===== src/rtl/prog_loader_pkg.sv =====
// Shared constants for the program-ROM loader: FSM encoding,
// frame sync nibble and error codes.
package prog_loader_pkg;

    localparam int NIB_W = 4;

    localparam logic [3:0] ST_IDLE = 4'd0;
    localparam logic [3:0] ST_ADDR = 4'd1;
    localparam logic [3:0] ST_LEN  = 4'd2;
    localparam logic [3:0] ST_DHI  = 4'd3;
    localparam logic [3:0] ST_DLO  = 4'd4;
    localparam logic [3:0] ST_CHI  = 4'd5;
    localparam logic [3:0] ST_CLO  = 4'd6;
    localparam logic [3:0] ST_DONE = 4'd7;
    localparam logic [3:0] ST_ERR  = 4'd8;

    localparam logic [NIB_W-1:0] SYNC_DEF = 4'hA;

    localparam logic [1:0] ERR_NONE    = 2'b00;
    localparam logic [1:0] ERR_CSUM    = 2'b01;
    localparam logic [1:0] ERR_TIMEOUT = 2'b10;

    function automatic logic in_frame(input logic [3:0] s);
        return (s != ST_IDLE) && (s != ST_DONE) && (s != ST_ERR);
    endfunction

endpackage


===== src/rtl/prog_loader_if.sv =====
// Host nibble stream: valid/ready handshake into the loader.
interface prog_loader_if;
    import prog_loader_pkg::*;

    logic [NIB_W-1:0] in_nib;
    logic             in_valid;
    logic             in_ready;

    modport master (output in_nib, output in_valid, input in_ready);
    modport slave  (input in_nib, input in_valid, output in_ready);
endinterface


===== src/rtl/prog_loader_gap_timer.sv =====
// Idle-gap counter; expired is high on the last allowed idle cycle.
module prog_loader_gap_timer #(
    parameter int TIMEOUT_CYC = 1024
) (
    input  logic clock,
    input  logic reset,
    input  logic clr,
    input  logic en,
    output logic expired
);
    localparam int CW = (TIMEOUT_CYC > 2) ? $clog2(TIMEOUT_CYC) : 1;
    localparam logic [CW-1:0] LAST = CW'(TIMEOUT_CYC - 1);

    logic [CW-1:0] cnt;

    assign expired = en && (cnt == LAST);

    always_ff @(posedge clock or negedge reset) begin
        if (!reset) begin
            cnt <= '0;
        end else if (clr || !en) begin
            cnt <= '0;
        end else if (!expired) begin
            cnt <= cnt + 1'b1;
        end
    end
endmodule


===== src/rtl/prog_loader.sv =====
// Framed nibble-stream loader into the 4K x 8 program ROM; holds the
// CPU in reset while loading and checks an additive 8-bit checksum.
module prog_loader
    import prog_loader_pkg::*;
#(
    parameter int               ADDR_W      = 12,
    parameter int               DATA_W      = 8,
    parameter logic [NIB_W-1:0] SYNC_NIB    = SYNC_DEF,
    parameter int               TIMEOUT_CYC = 1024
) (
    input  logic              clock,
    input  logic              reset,
    prog_loader_if.slave      host,
    input  logic              err_clr,
    output logic              mem_we,
    output logic [ADDR_W-1:0] mem_addr,
    output logic [DATA_W-1:0] mem_wdata,
    output logic              cpu_hold,
    output logic              busy,
    output logic              done,
    output logic [1:0]        err_code
);
    logic [3:0]        state;
    logic [1:0]        ncnt;
    logic [7:0]        sh;
    logic [ADDR_W-1:0] base;
    logic [11:0]       len;
    logic [11:0]       idx;
    logic [3:0]        hi;
    logic [7:0]        sum;
    logic              xfer;
    logic              expired;
    logic [11:0]       field;
    logic [7:0]        byte_v;

    assign xfer   = host.in_valid && host.in_ready;
    assign field  = {sh, host.in_nib};
    assign byte_v = {hi, host.in_nib};

    assign host.in_ready = (state != ST_ERR);
    assign cpu_hold      = (state != ST_IDLE);
    assign busy          = (state != ST_IDLE) && (state != ST_ERR);
    assign done          = (state == ST_DONE);

    prog_loader_gap_timer #(.TIMEOUT_CYC(TIMEOUT_CYC)) u_gap (
        .clock   (clock),
        .reset   (reset),
        .clr     (xfer),
        .en      (in_frame(state)),
        .expired (expired)
    );

    always_ff @(posedge clock or negedge reset) begin
        if (!reset) begin
            state     <= ST_IDLE;
            ncnt      <= '0;
            sh        <= '0;
            base      <= '0;
            len       <= '0;
            idx       <= '0;
            hi        <= '0;
            sum       <= '0;
            mem_we    <= 1'b0;
            mem_addr  <= '0;
            mem_wdata <= '0;
            err_code  <= ERR_NONE;
        end else begin
            mem_we <= 1'b0;
            if (state == ST_DONE) begin
                state <= ST_IDLE;
            end else if (state == ST_ERR) begin
                if (err_clr) begin
                    state    <= ST_IDLE;
                    err_code <= ERR_NONE;
                end
            end else if (xfer) begin
                unique case (state)
                    ST_IDLE: begin
                        if (host.in_nib == SYNC_NIB) begin
                            state <= ST_ADDR;
                            ncnt  <= '0;
                            idx   <= '0;
                            sum   <= '0;
                        end
                    end
                    ST_ADDR: begin
                        sh   <= field[7:0];
                        ncnt <= ncnt + 1'b1;
                        if (ncnt == 2'd2) begin
                            base  <= ADDR_W'(field);
                            ncnt  <= '0;
                            state <= ST_LEN;
                        end
                    end
                    ST_LEN: begin
                        sh   <= field[7:0];
                        ncnt <= ncnt + 1'b1;
                        if (ncnt == 2'd2) begin
                            len   <= field;
                            ncnt  <= '0;
                            state <= (field == 12'd0) ? ST_CHI : ST_DHI;
                        end
                    end
                    ST_DHI: begin
                        hi    <= host.in_nib;
                        state <= ST_DLO;
                    end
                    ST_DLO: begin
                        mem_we    <= 1'b1;
                        mem_addr  <= base + ADDR_W'(idx);
                        mem_wdata <= DATA_W'(byte_v);
                        sum       <= sum + byte_v;
                        idx       <= idx + 12'd1;
                        state     <= (idx == len - 12'd1) ? ST_CHI : ST_DHI;
                    end
                    ST_CHI: begin
                        hi    <= host.in_nib;
                        state <= ST_CLO;
                    end
                    ST_CLO: begin
                        if (byte_v == sum) begin
                            state <= ST_DONE;
                        end else begin
                            state    <= ST_ERR;
                            err_code <= ERR_CSUM;
                        end
                    end
                    default: state <= ST_IDLE;
                endcase
            end else if (expired) begin
                // A transfer on the expiry cycle is taken above instead.
                state    <= ST_ERR;
                err_code <= ERR_TIMEOUT;
            end
        end
    end
endmodule


===== src/flat_wrapper.sv =====
// flat-port wrapper written by rule: the top's interface ports become plain ports
module prog_loader_flat import prog_loader_pkg::*;
#(
    parameter int               ADDR_W      = 12,
    parameter int               DATA_W      = 8,
    parameter logic [NIB_W-1:0] SYNC_NIB    = SYNC_DEF,
    parameter int               TIMEOUT_CYC = 1024
)
  (clock, reset, err_clr, mem_we, mem_addr, mem_wdata, cpu_hold, busy, done, err_code, host_in_nib, host_in_valid, host_in_ready);
  prog_loader_if host_i ();
  input  logic clock;
  input  logic reset;
  input  logic err_clr;
  output logic mem_we;
  output logic [ADDR_W-1:0] mem_addr;
  output logic [DATA_W-1:0] mem_wdata;
  output logic cpu_hold;
  output logic busy;
  output logic done;
  output logic [1:0] err_code;
  input wire logic [$bits(host_i.in_nib)-1:0] host_in_nib;
  input wire logic [$bits(host_i.in_valid)-1:0] host_in_valid;
  output wire logic [$bits(host_i.in_ready)-1:0] host_in_ready;
  assign host_i.in_nib = host_in_nib;
  assign host_i.in_valid = host_in_valid;
  assign host_in_ready = host_i.in_ready;
  prog_loader #(.ADDR_W(ADDR_W), .DATA_W(DATA_W), .SYNC_NIB(SYNC_NIB), .TIMEOUT_CYC(TIMEOUT_CYC)) u_core (.clock(clock), .reset(reset), .host(host_i), .err_clr(err_clr), .mem_we(mem_we), .mem_addr(mem_addr), .mem_wdata(mem_wdata), .cpu_hold(cpu_hold), .busy(busy), .done(done), .err_code(err_code));
endmodule

===== config.mk =====
export PLATFORM = sky130hd
export DESIGN_NAME = prog_loader_flat
export DESIGN_NICKNAME = d
export VERILOG_FILES = /design/src/rtl/prog_loader_pkg.sv /design/src/rtl/prog_loader_if.sv /design/src/rtl/prog_loader_gap_timer.sv /design/src/rtl/prog_loader.sv /design/src/flat_wrapper.sv
export SDC_FILE = /design/constraint.sdc
export NUM_CORES = 1
export LEC_CHECK = 0
export BUFFER_PORTS_ARGS = -buffer_cell sky130_fd_sc_hd__buf_2
export CAP_MARGIN = 30
export CORE_ASPECT_RATIO = 0.6
export CORE_MARGIN = 2
export CORE_UTILIZATION = 50
export DETAILED_ROUTE_END_ITERATION = 8
export PLACE_DENSITY = 0.66
export SYNTH_ARGS = -nofsm -noshare
export SYNTH_HDL_FRONTEND = slang
export SYNTH_HIERARCHICAL = 1
export SYNTH_SLANG_ARGS = --single-unit

===== constraint.sdc =====
create_clock -name clock -period 3.03 [get_ports clock]
set_clock_uncertainty 0.05 [all_clocks]
set_input_delay 0 -clock clock [delete_from_list [all_inputs] [get_ports clock]]
set_output_delay 0 -clock clock [all_outputs]
set_load 0.01 [all_outputs]

==> qor.csv <==
stage,metric,value,unit
run_status,status,completed,
floorplan,io pins,35,
floorplan,core area,10500,sq um
sta,unrepaired setup endpoints after global routing,false,
critical_path,R2R depth,9,
synth,adder-cell share of the synthesized area,5.66,%
cts,# Post-CTS Setup Buffers,0,
cts,Worst-Skew Late Latency,350,ps
layout,share of layout cells above drive strength 1,18.7,%
floorplan,DIE HEIGHT,84.1,um
sta,Final Cycle Share,90.8,%
sta,post-route minimum period,2750,ps
critical_path,critical path class,flop to flop,
power_and_ir_drop,Logic pwr share,41.2,%
synth,post-synthesis xor/xnor area fraction,5.24,%
job,# Max-Cap Violations,0,
layout,Finished Cell Area,6070,sq um
layout,Post-layout nets,620,
sta,Worst Max-Slew Pin Slew,676,ps
synth,ys async rst share,100,%
layout,FF+latch area,2380,sq um
placed_design,DP Cell Count,709,
route,router iterations before antenna repair,5,
power_and_ir_drop,Net Sw Frac,39.3,%
route,vias,4332,
synth,mux share of post-synthesis cell area,9.29,%
critical_path,critical-path cell list,"inv_1, ha_1, nor2b_1, nand2_1, xnor2_1, mux2i_1, o2111ai_1, or4_1, a221oi_2",
cts,maximum clock path buffer count,2,
grt,vias in the first global route,4194,
power_and_ir_drop,Pwr Density,893,nW/um^2
grt,grt ovf,0,
placed_design,port bufs,34,
cts,H-tree levels,3,
synth,Main synth FF type,dfrtp_1,
route,wire per inst,17.3,um
synth,Post-Synth Simple-Gate Area,17.9,%
route,drc violations,0,
cts,clock root buffer,clkbuf_16,
layout,antenna fix cells,0,
power_and_ir_drop,peak supply drop,0.443,mV
critical_path,Critical Path Stages,9,
power_and_ir_drop,leakage power,2.99,nW
critical_path,CP top delay family,simple AND/OR/NAND/NOR gates,
route,final WL,12.7,mm
cts,CTS tree,built,
placed_design,hpwl dp,9.16,mm
layout,"commonest cells after routing, fill and taps aside","dfrtp_1 (95), nand2_1 (74), mux2_2 (37)",
grt,total global-route track usage,23.9,%
route,Starting DRT DRC Count,350,
power_and_ir_drop,P_int,0.00329,W
synth,sequential fraction of the synthesis area,44.5,%
synth,Mapped Nets,575,
cts,Inserted Clock Buffers,9,
critical_path,"Slowest-stage cell, CP",or4_1,
critical_path,WP data arrival,2970,ps
sta,Final Hold Viols,0,
layout,"commonest non-fill, non-tap cell in the layout",dfrtp_1,
layout,Non-Filler Instances,733,
cts,CTS Sinks,95,
min_path,worst hold path type,input pin to async pin,
cts,clock slew seen by the registers of the worst setup and hold paths,70,ps
grt,largest net degree at the start of global routing,52,
floorplan,Die X,137,um
sta,Setup TNS,0,ps
critical_path,CP Launch Type,flop,
synth,post-synthesis compound-gate area fraction,14.4,%
power_and_ir_drop,sequential share of power,37.2,%
sta,slew margin rel.,54.9,%
route,vias per cell,5.91,
layout,Synth-to-Final Area Change,13.6,%
grt,initial antenna violation count,0,
layout,FILL cells,926,
critical_path,Worst Path Required,3250,ps
critical_path,Critical Path End Type,flop,
placed_design,placed cell area,5690,sq um
route,Post-DRT Antenna Nets,0,
synth,Syn Std Cell Area,5350,sq um
sta,fmax,364,MHz
synth,Synth Warn #,6,
synth,"EDFF count, synth",0,
sta,Fin Hold WS,179,ps
floorplan,Initial Utilization,51.0,%
critical_path,"Buf+Inv Stages, Crit Path",1,
critical_path,"slowest stage delay, CP",520,ps
floorplan,row count,29,
synth,Synth Area per Inst,9.83,sq um
synth,Synth Instances,544,
power_and_ir_drop,Switch Pwr,0.00213,W
synth,#FFs+latches synth,95,
sta,Final Slew Violations,0,
critical_path,crit-path max FO,6,
grt,first-pass GRT wire length,21.3,mm
placed_design,RD Place Congestion,0.879,
synth,main combinational cell family by area after synthesis,simple AND/OR/NAND/NOR gates,
sta,Final setup viols,0,
floorplan,die area,11600,sq um
layout,Multi-input gate area,2810,sq um
synth,count of cell types in the netlist,62,
power_and_ir_drop,Clk network pwr share,21.6,%
cell type report:
type,instances,share of cell area [%]
inverter,18,1.11
multi-input combinational,411,46.2
clock inverter,7,1.34
timing repair buffer,54,5.64
sequential,95,39.1
tap,139,2.86
clock buffer,9,3.71
timing repair:
item | CTS | global route
endpoints found under the hold margin | 67 | 0
hold buffers | 8 | 0
endpoints found under the setup margin | 0 | 0
resized for setup | 0 | 0
layer usage:
metal  track usage [%]  wire, um  part of all wire (%)
met4              6.47       115                  0.91
met3              4.98       828                   6.5
met5                 0         0                     0
met1              35.7      6060                    48
met2              35.5      5690                    45
power by group through the flow:
stage / logic (W) / registers [W] / clock network (W)
after floorplan: 0.00167 / 0.00193 / 0
after global placement: 0.00211 / 0.00201 / 0
after detailed placement: 0.00220 / 0.00203 / 0
after CTS: 0.00222 / 0.00201 / 0.00120
after global routing: 0.00248 / 0.00208 / 0.00125
final: 0.00224 / 0.00202 / 0.00117
final timing paths:
| check | end | start | slack [ps] |
|---|---|---|---|
| min in group clock | u_core/mem_wdata[4] | u_core/mem_wdata[4] | 430 |
| worst min-delay path | u_core/sum[3] | reset | 180 |
| max in group asynchronous | u_core/len[6] | reset | 1980 |
| worst max-delay path | u_core/state[2] | u_core/len[0] | 280 |
| worst max register to register | u_core/state[2] | u_core/len[0] | 280 |
| worst min register to register | u_core/mem_wdata[4] | u_core/mem_wdata[4] | 430 |
cell families (layout without fill, tap and decap cells):
logic type | after synthesis | after routing
xor+xnor | 32 | 32
compound gates | 113 | 113
simple gates | 198 | 198
flops | 95 | 95
fa+ha+maj | 23 | 23
mux | 45 | 45
buf+inv | 38 | 88
state kept, by name, indices dropped and copies added, names as in the netlist:
| name | cells |
|---|---|
| u_core/base | 12 |
| u_core/err_code | 2 |
| u_core/hi | 4 |
| u_core/idx | 12 |
| u_core/len | 12 |
| u_core/mem_addr | 12 |
| u_core/mem_wdata | 8 |
| u_core/mem_we | 1 |
| u_core/ncnt | 2 |
| u_core/sh | 8 |
| u_core/state | 4 |
| u_core/sum | 8 |
| u_core/u_gap/cnt | 10 |
Yosys cell counts (all sizes together) (2+ instances only):
master  number  area share, %
dfrtp       95             44
nand2       74            5.2
mux2        37            7.8
o21ai       35            3.3
nor2        33            2.3
nand3       24            2.3
ha          21            4.9
nor3        21            2.4
inv         18            1.3
a21oi       17            1.6
xnor2       17            2.8
xor2        15            2.5
clkbuf      12           0.84
a21o         9            1.3
and3         9            1.1
buf          8           0.94
mux2i        8            1.5
nor2b        8           0.94
o31ai        8            1.1
a31oi        7           0.82
nand2b       7           0.82
a22o         5           0.82
o21a         5           0.70
a211oi       4           0.56
nand4        4           0.47
nor4         4           0.47
or3          4           0.47
or2          3           0.35
a221oi       2           0.44
a311oi       2           0.33
and4         2           0.40
fa           2           0.75
o211ai       2           0.37
o22ai        2           0.23
or4          2           0.28
stage by stage:
| step | total power [W] | worst slack [ps] | utilization (%) |
|---|---|---|---|
| after global routing | 0.00580 | 75.9 | 57.9 |
| after CTS | 0.00543 | 317 | 57.9 |
| final | 0.00543 | 279 | 57.9 |
| after detailed placement | 0.00423 | 356 | 54.2 |
| after floorplan | 0.00360 | 384 | - |
| after global placement | 0.00413 | 483 | 54.2 |
Note: power is estimated with default switching activity, not from simulation.
